## src/rtl/store_commit_buffer.sv

```systemverilog
// Store commit buffer: in-order FIFO of resolved stores held until the ROB commits them,
// then drained to data memory one write at a time over a req/ack handshake.
module store_commit_buffer #(
    parameter int DEPTH = 4,
    parameter int ROB_W = 6
) (
    input  logic             clock,
    input  logic             reset,
    input  logic             storeEnable,
    input  logic [ROB_W-1:0] robNum_in,
    input  logic [31:0]      data_in,
    input  logic [31:0]      addr_in,
    input  logic [2:0]       subType_in,
    output logic             full,
    output logic             empty,
    output logic             overflow,
    input  logic             commit_valid,
    input  logic [ROB_W-1:0] commit_rob,
    input  logic             flush,
    output logic             mem_req,
    output logic [31:0]      mem_addr,
    output logic [31:0]      mem_wdata,
    output logic [3:0]       mem_byteEn,
    input  logic             mem_ack,
    output logic             misalign,
    input  logic [31:0]      load_addr,
    output logic             load_conflict
);
    localparam int PW = $clog2(DEPTH);
    localparam int CW = PW + 1;
    localparam logic [0:0] ST_IDLE = 1'b0;
    localparam logic [0:0] ST_REQ  = 1'b1;

    function automatic logic [3:0] lane_be(input logic [2:0] st, input logic [1:0] lo);
        case (st)
            3'b000:  lane_be = 4'b0001 << lo;
            3'b001:  lane_be = lo[1] ? 4'b1100 : 4'b0011;
            3'b010:  lane_be = 4'b1111;
            default: lane_be = 4'b0000;
        endcase
    endfunction

    function automatic logic [31:0] lane_data(input logic [2:0] st, input logic [31:0] d);
        case (st)
            3'b000:  lane_data = {4{d[7:0]}};
            3'b001:  lane_data = {2{d[15:0]}};
            default: lane_data = d;
        endcase
    endfunction

    function automatic logic is_misaligned(input logic [2:0] st, input logic [1:0] lo);
        case (st)
            3'b001:  is_misaligned = lo[0];
            3'b010:  is_misaligned = (lo != 2'b00);
            default: is_misaligned = 1'b0;
        endcase
    endfunction

    logic [DEPTH-1:0] valid_q, valid_d, cmt_q, cmt_d;
    logic [ROB_W-1:0] tag_q [DEPTH];
    logic [ROB_W-1:0] tag_d [DEPTH];
    logic [31:0]      data_q [DEPTH];
    logic [31:0]      data_d [DEPTH];
    logic [31:0]      addr_q [DEPTH];
    logic [31:0]      addr_d [DEPTH];
    logic [2:0]       sub_q [DEPTH];
    logic [2:0]       sub_d [DEPTH];
    logic [PW-1:0]    head_q, head_d, tail_q, tail_d, idx_s;
    logic [CW-1:0]    count_q, count_d, keep_len_s;
    logic             full_q, full_d, empty_q, empty_d, overflow_q, overflow_d;
    logic [0:0]       state_q, state_d;
    logic             mem_req_q, mem_req_d, misalign_q, misalign_d;
    logic [31:0]      mem_addr_q, mem_addr_d, mem_wdata_q, mem_wdata_d;
    logic [3:0]       mem_be_q, mem_be_d;
    logic             launch_s, skip_s, pop_s, enq_s, conflict_s;

    // Drain handshake decode; an invalid head left behind by a flush is skipped
    always_comb begin
        launch_s = (state_q == ST_IDLE) && valid_q[head_q] && cmt_q[head_q];
        skip_s   = (state_q == ST_IDLE) && !valid_q[head_q] && (count_q != CW'(0));
        pop_s    = ((state_q == ST_REQ) && mem_ack) || skip_s;
        enq_s    = storeEnable && !full_q && !flush;
    end

    // Entry array, pointers and occupancy: commit first, then pop, then flush or enqueue
    always_comb begin
        valid_d    = valid_q;
        tag_d      = tag_q;
        data_d     = data_q;
        addr_d     = addr_q;
        sub_d      = sub_q;
        head_d     = head_q;
        tail_d     = tail_q;
        count_d    = count_q;
        keep_len_s = CW'(0);
        idx_s      = head_q;
        overflow_d = overflow_q | (storeEnable & full_q);
        for (int i = 0; i < DEPTH; i++) begin
            cmt_d[i] = cmt_q[i] | (commit_valid & valid_q[i] & (tag_q[i] == commit_rob));
        end
        if (pop_s) begin
            valid_d[head_q] = 1'b0;
            cmt_d[head_q]   = 1'b0;
            head_d          = head_q + PW'(1);
        end else begin
            head_d = head_q;
        end
        if (flush) begin
            // Tail rewinds to just past the youngest surviving committed entry
            for (int k = 0; k < DEPTH; k++) begin
                idx_s = head_q + PW'(k);
                if ((CW'(k) < count_q) && cmt_d[idx_s]) begin
                    keep_len_s = CW'(k + 1);
                end else begin
                    keep_len_s = keep_len_s;
                end
            end
            valid_d = valid_d & cmt_d;
            if (keep_len_s == CW'(0)) begin
                tail_d  = head_d;
                count_d = CW'(0);
            end else begin
                tail_d  = head_q + keep_len_s[PW-1:0];
                count_d = keep_len_s - CW'(pop_s);
            end
        end else begin
            if (enq_s) begin
                valid_d[tail_q] = 1'b1;
                cmt_d[tail_q]   = commit_valid && (commit_rob == robNum_in);
                tag_d[tail_q]   = robNum_in;
                data_d[tail_q]  = data_in;
                addr_d[tail_q]  = addr_in;
                sub_d[tail_q]   = subType_in;
                tail_d          = tail_q + PW'(1);
            end else begin
                tail_d = tail_q;
            end
            count_d = count_q + CW'(enq_s) - CW'(pop_s);
        end
        full_d  = (count_d == CW'(DEPTH));
        empty_d = (count_d == CW'(0));
    end

    // Two-state drain FSM driving the memory write port
    always_comb begin
        state_d     = state_q;
        mem_req_d   = mem_req_q;
        mem_addr_d  = mem_addr_q;
        mem_wdata_d = mem_wdata_q;
        mem_be_d    = mem_be_q;
        misalign_d  = 1'b0;
        case (state_q)
            ST_IDLE: begin
                if (launch_s) begin
                    state_d     = ST_REQ;
                    mem_req_d   = 1'b1;
                    mem_addr_d  = {addr_q[head_q][31:2], 2'b00};
                    mem_wdata_d = lane_data(sub_q[head_q], data_q[head_q]);
                    mem_be_d    = lane_be(sub_q[head_q], addr_q[head_q][1:0]);
                    misalign_d  = is_misaligned(sub_q[head_q], addr_q[head_q][1:0]);
                end else begin
                    state_d = ST_IDLE;
                end
            end
            ST_REQ: begin
                if (mem_ack) begin
                    state_d   = ST_IDLE;
                    mem_req_d = 1'b0;
                end else begin
                    state_d = ST_REQ;
                end
            end
            default: begin
                state_d   = ST_IDLE;
                mem_req_d = 1'b0;
            end
        endcase
    end

    // Load alias probe against every valid entry at word granularity
    always_comb begin
        conflict_s = 1'b0;
        for (int i = 0; i < DEPTH; i++) begin
            conflict_s = conflict_s | (valid_q[i] & (addr_q[i][31:2] == load_addr[31:2]));
        end
    end

    // State registers
    always_ff @(posedge clock or negedge reset) begin
        if (!reset) begin
            valid_q     <= {DEPTH{1'b0}};
            cmt_q       <= {DEPTH{1'b0}};
            for (int i = 0; i < DEPTH; i++) begin
                tag_q[i]  <= {ROB_W{1'b0}};
                data_q[i] <= 32'h0000_0000;
                addr_q[i] <= 32'h0000_0000;
                sub_q[i]  <= 3'b000;
            end
            head_q      <= {PW{1'b0}};
            tail_q      <= {PW{1'b0}};
            count_q     <= {CW{1'b0}};
            full_q      <= 1'b0;
            empty_q     <= 1'b1;
            overflow_q  <= 1'b0;
            state_q     <= ST_IDLE;
            mem_req_q   <= 1'b0;
            mem_addr_q  <= 32'h0000_0000;
            mem_wdata_q <= 32'h0000_0000;
            mem_be_q    <= 4'b0000;
            misalign_q  <= 1'b0;
        end else begin
            valid_q     <= valid_d;
            cmt_q       <= cmt_d;
            tag_q       <= tag_d;
            data_q      <= data_d;
            addr_q      <= addr_d;
            sub_q       <= sub_d;
            head_q      <= head_d;
            tail_q      <= tail_d;
            count_q     <= count_d;
            full_q      <= full_d;
            empty_q     <= empty_d;
            overflow_q  <= overflow_d;
            state_q     <= state_d;
            mem_req_q   <= mem_req_d;
            mem_addr_q  <= mem_addr_d;
            mem_wdata_q <= mem_wdata_d;
            mem_be_q    <= mem_be_d;
            misalign_q  <= misalign_d;
        end
    end

    assign full          = full_q;
    assign empty         = empty_q;
    assign overflow      = overflow_q;
    assign mem_req       = mem_req_q;
    assign mem_addr      = mem_addr_q;
    assign mem_wdata     = mem_wdata_q;
    assign mem_byteEn    = mem_be_q;
    assign misalign      = misalign_q;
    assign load_conflict = conflict_s;

endmodule

```

## config.mk

```make
export PLATFORM = sky130hd
export DESIGN_NAME = store_commit_buffer
export DESIGN_NICKNAME = d
export VERILOG_FILES = /design/src/rtl/store_commit_buffer.sv
export SDC_FILE = /design/constraint.sdc
export NUM_CORES = 1
export LEC_CHECK = 0
export BUFFER_PORTS_ARGS = -buffer_cell sky130_fd_sc_hd__buf_4
export CORE_MARGIN = 5
export CORE_UTILIZATION = 55
export CTS_CLUSTER_SIZE = 30
export DETAILED_ROUTE_END_ITERATION = 7
export PLACE_DENSITY_LB_ADDON = 0.15
export SLEW_MARGIN = 20
export SYNTH_ARGS = -nofsm -noshare
export SYNTH_HDL_FRONTEND = slang
export SYNTH_SLANG_ARGS = --single-unit
```

## constraint.sdc

```tcl
create_clock -name clock -period 4.65 [get_ports clock]
set_clock_uncertainty 0.15 [all_clocks]
set_input_delay 0.2325 -clock clock [delete_from_list [all_inputs] [get_ports clock]]
set_output_delay 0.2325 -clock clock [all_outputs]
set_load 0.05 [all_outputs]
```

==> results_dict.tcl, run 1 <==
set metrics [dict create \
    synth_commonest_cells "378 x dfrtp_1, 331 x mux2_2, 98 x xnor2_1, 75 x clkbuf_1, 70 x mux4_2" \
    synthFlopType "dfrtp_1" \
    irDropWorstVdd_v 0.000428 \
    drt_iter0_drc 605 \
    timing.fmax_mhz 270 \
    drive_gt1_share_pct 44.3 \
    yosysUniqueCellTypes 52 \
    die_h_um 192 \
    r2r_slack_ns 0.95 \
    clk_latency_ns 0.52 \
    share_comb_of_total_power_pct 39.8 \
    netlist_area_mm2 0.0183 \
    slew_headroom_pct 34.2 \
    clockBufferDepth 3 \
    setup_tns_ns 0 \
    holdBufCountCts 77 \
    met2_usage_pct 39.4 \
    synth-seq-cells 379 \
    synthCells 1301 \
    die_w_um 192 \
    worstReg2RegStart "valid_q[3]" \
    max-cap-violations 0 \
    finalHoldViolations 0 \
    crit_start "valid_q[3]" \
    setup-violations-final 0 \
    synth-async-reset-ratio_pct 100 \
    p_int_mw 9.79 \
    vias_per_cell 5.74 \
    pin_count 191 \
    drc 0 \
    hp-start "commit_valid" \
    clk_pin_slew_worst_paths_ns 0.06 \
    dpl.cell_count 1862 \
    drtAntennaViolNets 0 \
    tritoncts "done" \
    status "finished clean" \
    post_drt_wl_per_cell_um 22.5 \
    endpoint "full" \
    cts.htree.levels 2 \
    grt.busiest_layer "met2" \
    fin_nets 1673 \
    vias 11600 \
    antenna_found_initial 4 \
    gp_congestion 0.887 \
    ys_seq_area_share_pct 51.9 \
    cp-end-kind "register" \
    yosys_warnings 0 \
    stdcell_count 2017 \
    dieArea_mm2 0.0370 \
    p_leak_nw 9.66 \
    criticalPathCategory "reg2reg" \
    period_minus_slack_ns 3.70 \
    post_dp_cell_area_mm2 0.0201 \
    routed_wl_um 45400 \
    crit_path_start_kind "register" \
    p_clk_share_pct 22.2 \
    rows 66 \
    yosys.area.top_type "dfrtp_1" \
    crit_arrival_ns 3.95 \
    track_usage_pct 24.9 \
    power_switching_mw 4.95 \
    cts_resized 0 \
    worstHoldPathType "in2reg" \
    finalInstanceArea_mm2 0.0223 \
    synth_most_common_cell "dfrtp_1" \
    dr.pass1.iters 4 \
    grt-ovfl-total 0 \
    seqPwrFrac_pct 38.0 \
    syn_avg_cell_area_um2 14.1 \
    rsz0062_at_grt "no" \
    use_met1_pct 36.2 \
    crit_path_max_fanout 11 \
    core-area_mm2 0.0327 \
    clock_tree.root_cell "clkbuf_16" \
    area_growth_pct 22.0 \
    grt_pass1_vias 12400 \
    initial_core_util_pct 55.9 \
    synth-edff-count 0 \
    use_met3_pct 4.83 \
    reg2reg_to "full" \
    post-place-ws_ns 0.960 \
    cts_setup_buffers 0 \
    worst_slack_ns 0.951 \
    r2r_cells 13 \
    worst_slew_pin_slew_ns 0.982 \
    hpwl_um 31000 \
    netlist_top_cells_area "dfrtp_1 52%, mux2_2 20%, mux4_2 8.6%" \
    cts.sink_count 379 \
    cellPowerDensity_mw_per_mm2 661 \
    grt_max_degree 114 \
    grt_pass1_wl_um 71400 \
    swShare_pct 33.6 \
    synth.top_cell.area_share_pct 51.7 \
    whs_ns 0.123 \
    cp_data_required_time_ns 4.90 \
    portBuffers 186 \
    final_max_slew_viol_count 0 \
    finalCritPeriodShare_pct 79.5 \
    cts_made_buffers 42 \
]
[registers in the layout (all words and copies together) (netlist names)]
| signal | count |
|---|---|
| mem_byteEn | 4 |
| mem_req | 1 |
| valid_q | 4 |
| count_q | 3 |
| head_q | 2 |
| cmt_q | 4 |
| mem_wdata | 32 |
| mem_addr | 30 |
| state_q | 1 |
| misalign | 1 |
| empty | 1 |
| addr_q | 128 |
| tail_q | 2 |
| full | 1 |
| sub_q | 12 |
| overflow | 1 |
| data_q | 128 |
| tag_q | 24 |
[area by class of cell]
type,instances,area (um^2)
multi-input cells,821,8450
repair buffers,282,2370
inverters,15,56.3
diodes,4,10.0
clock inverters,5,28.8
fillers,2427,10400
flip-flops and latches,379,9490
clock buffers,69,1360
well taps,442,553
[per-stage QoR]
step / total power [mW] / util [%]
floorplan: 9.79 / -
global placement: 11.3 / 61.6
detailed placement: 11.5 / 61.6
CTS: 14.8 / 68.2
global route: 15.6 / 68.2
finish: 14.7 / 68.2
[worst min path at each step]
stage,to,slack [ns],depth (start not counted)
floorplan,addr_q[0],-0.21,0
global placement,mem_addr[15],0.17,1
detailed placement,mem_addr[15],0.18,1
CTS,cmt_q[3],0.11,4
global route,cmt_q[3],0.14,4
finish,cmt_q[3],0.12,4
[worst max-delay path: stages (launching register included)]
cell	delay, ns
dfrtp_1	0.47
mux4_2	0.58
o31ai_4	0.60
nand2_2	0.13
o21ai_2	0.15
mux2i_1	0.17
a22oi_4	0.29
nand2_1	0.08
a21oi_1	0.22
inv_1	0.07
ha_1	0.32
nand2_1	0.07
nor4_1	0.04
a31o_2	0.24
[cell usage in the layout (no fill, tap or decap), drive strengths merged, types with 2 or more instances in the layout]
cell type	count
a21oi	14
nand2b	3
or2	2
nand4	26
ha	14
nand3	9
buf	205
xor2	58
clkinv	5
a31oi	2
nor3	3
nor2	9
inv	15
dfrtp	378
o21ai	46
o31ai	2
nand3b	2
mux2	331
a22oi	2
diode	4
clkbuf	69
dlygate4sd3	77
and2	3
xnor2	98
nor2b	5
and3	5
mux4	70
a31o	2
nand2	49
nor4	21
conb	2
mux2i	33
[logic make-up after synthesis]
group	Yosys count	share of synthesized area [%]
buffers and inverters	102	2.19
XOR/XNOR	156	7.47
multiplexers	434	30.8
AO/OA/AOI/OAI	74	2.51
flip-flops	379	51.9
other	1	0.0205
adder cells (fa/ha/maj)	15	1.07
AND/OR/NAND/NOR	140	4.10
[power by group through the flow]
| stage | Sequential [mW] | Clock, mW | Combinational [mW] |
|---|---|---|---|
| final | 5.61 | 3.27 | 5.86 |
| after floorplan | 5.49 | 0 | 4.29 |
| after detailed placement | 5.65 | 0 | 5.80 |
| after global routing | 5.78 | 3.48 | 6.36 |
| after global placement | 5.58 | 0 | 5.70 |
| after CTS | 5.60 | 3.33 | 5.89 |
[metal layers]
metal / share of wire [%] / up-vias
met4: 2.2 / 0
met5: 0 / -
met3: 5.7 / 72
met2: 47 / 272
li1: - / 5191
met1: 45 / 6046
No activity file was read; power rests on OpenSTA's default activity.
==> inputs of run 2 (changes only) <==
Settings changed: ABC_AREA set to 1, CORE_UTILIZATION 55 to 54.
Clock period 4.65 ns to 3.35 ns, I/O delays scaled along.
==> results_dict.tcl, run 2 <==
set metrics [dict create \
    status "finished clean" \
    syn_avg_cell_area_um2 8.19 \
    drtAntennaViolNets 0 \
    netlist_top_cells_area "dfrtp_1 51%, o21ai_0 12%, nand2_1 10%" \
    die_h_um 194 \
    netlist_area_mm2 0.0184 \
    crit_arrival_ns 2.77 \
    ys_seq_area_share_pct 51.6 \
    synthCells 2243 \
    vias 16900 \
    cp-end-kind "primary output" \
    seqPwrFrac_pct 36.0 \
    irDropWorstVdd_v 0.000964 \
    cp_data_required_time_ns 3.03 \
    power_switching_mw 10.6 \
    initial_core_util_pct 54.8 \
    routed_wl_um 59100 \
    hp-start "commit_rob[0]" \
    vias_per_cell 5.76 \
    yosys_warnings 0 \
    synthSimpleGateAreaFrac_pct 17.3 \
    synth-edff-count 0 \
    gp_congestion 0.985 \
    synth_top_family_by_area "compound AO/OA/AOI/OAI gates" \
    final_common_cell "nand2_1" \
    worstReg2RegStart "head_q[0]" \
    synth-compound-area-share_pct 20.7 \
    muxShareOfSynthArea_pct 0 \
    dpl.cell_count 2778 \
    worst_slew_pin_slew_ns 0.929 \
    setup-violations-final 0 \
    grt_pass1_wl_um 93400 \
    die_w_um 194 \
    crit_path_start_kind "register" \
    synth_commonest_cells "509 x nand2_1, 453 x o21ai_0, 378 x dfrtp_1, 204 x inv_1, 183 x nor2_1" \
    cts.htree.levels 2 \
    synth_most_common_cell "nand2_1" \
    area_growth_pct 21.5 \
    rows 67 \
    track_usage_pct 30.7 \
    yosys.area.top_type "dfrtp_1" \
    grt_max_degree 97 \
    clk_latency_ns 0.55 \
    synth_fa_ha_area_share_pct 1.06 \
    drc 0 \
    grt_pass1_vias 16400 \
    cts.sink_count 379 \
    grt-ovfl-total 0 \
    cellPowerDensity_mw_per_mm2 1060 \
    worstHoldPathType "in2reg" \
    fillers 2861 \
    share_comb_of_total_power_pct 44.2 \
    cts_made_buffers 41 \
    synth.top_cell.area_share_pct 51.5 \
    fin_nets 2583 \
    finalHoldViolations 0 \
    clockBufferDepth 3 \
    r2r_slack_ns 0.46 \
    swShare_pct 45.0 \
    hpwl_um 40600 \
    drt_iter0_drc 1475 \
    clk_pin_slew_worst_paths_ns 0.06 \
    setup_tns_ns 0 \
    dieArea_mm2 0.0378 \
    p_leak_nw 10.8 \
    p_clk_share_pct 19.7 \
    stdcell_count 2932 \
    clock_tree.root_cell "clkbuf_16" \
    yosysUniqueCellTypes 48 \
    tritoncts "done" \
    finalCritPeriodShare_pct 92.2 \
    post_drt_wl_per_cell_um 20.1 \
    dr.pass1.iters 6 \
    crit_path_max_fanout 3 \
    rsz0062_at_grt "no" \
    crit_start "addr_q[6]" \
    period_minus_slack_ns 3.09 \
    final_cell_mix "505 x nand2_1, 453 x o21ai_0, 376 x dfrtp_1" \
    synthXorXnorAreaFrac_pct 1.86 \
    max-cap-violations 0 \
    core-area_mm2 0.0335 \
    synth-seq-cells 379 \
    worst_slack_ns 0.262 \
    synthFlopType "dfrtp_1" \
    antenna_found_initial 1 \
    synth-async-reset-ratio_pct 100 \
    p_int_mw 13.0 \
    drive_gt1_share_pct 13.1 \
    whs_ns 0.0327 \
    final_max_slew_viol_count 0 \
    criticalPathCategory "reg2out" \
    slew_headroom_pct 38.1 \
    pin_count 191 \
    timing.fmax_mhz 324 \
    portBuffers 186 \
    post-place-ws_ns 0.260 \
]
## run 2: changes by cell type after synthesis, sizes merged, moves of 32 or more
cell   change
mux4      -70
a21oi     +32
mux2     -331
buf       +35
nand2    +471
mux2i     -33
nor2     +176
o21ai    +408
xnor2     -75
inv      +195
o22ai     +84
xor2      -42
a31oi     +45
## run 2: cells by family after synthesis
family,after synthesis
buffers and inverters,344
AO/OA/AOI/OAI,690
adder cells (fa/ha/maj),15
XOR/XNOR,39
flip-flops,379
other,1
AND/OR/NAND/NOR,775
## run 2: final cells by class
| type | count | area, um^2 | area share, % |
|---|---|---|---|
| Inverter | 211 | 795 | 3.56 |
| Clock buffer | 64 | 1210 | 5.44 |
| Timing Repair Buffer | 297 | 2530 | 11.3 |
| Sequential cell | 379 | 9490 | 42.5 |
| Clock inverter | 11 | 163 | 0.728 |
| Tap cell | 448 | 561 | 2.51 |
| Antenna cell | 1 | 2.50 | 0.0112 |
| Multi-Input combinational cell | 1521 | 7570 | 33.9 |
## run 2: stage by stage
step / area, um^2 / util, % / total power [mW]
after floorplan: 18400 / - / 15.3
after CTS: 22300 / 66.6 / 23.6
final: 22300 / 66.6 / 23.6
after global routing: 22300 / 66.6 / 25.2
after detailed placement: 20200 / 60.1 / 18.8
after global placement: 20200 / 60.1 / 18.5
## run 2: power groups by stage
stage / clock (mW) / combinational (mW) / sequential (mW)
finish: 4.66 / 10.4 / 8.51
global placement: 0 / 10.0 / 8.45
floorplan: 0 / 6.03 / 9.25
global route: 4.91 / 11.6 / 8.72
CTS: 4.69 / 10.4 / 8.46
detailed placement: 0 / 10.3 / 8.50
## run 2: timing repair
item | in CTS | in global routing
endpoints found under the hold margin | 384 | 0
hold buffers | 78 | 0
resized for setup | 0 | 1
buffers inserted | 0 | 0
endpoints found under the setup margin | 0 | 16
## run 2: per-layer routing
layer | track usage (%) | vias to the layer above | wire length [um]
met3 | 5.42 | 139 | 4490
met1 | 41.3 | 8148 | 24200
met4 | 10.7 | 0 | 2340
met2 | 50.5 | 718 | 28000
li1 | - | 7892 | -
met5 | 0 | - | 0
## run 2: worst max-delay path, cell delays in order, from the launching register on
cell and delay, ns:
dfrtp_1 0.43, xnor2_1 0.39, nand4_1 0.16, nor4_1 0.47, nand4_1 0.18, o22a_1 0.22, o221ai_1 0.11, buf_4 0.26
## run 2: final timing paths
path                                  to  depth (start not counted)
max in group asynchronous     data_q[49]                          3
max reg2reg                         full                         18
min in group asynchronous     addr_q[11]                          2
min reg2reg                     overflow                          1
max                        load_conflict                          7
min                             cmt_q[2]                          4
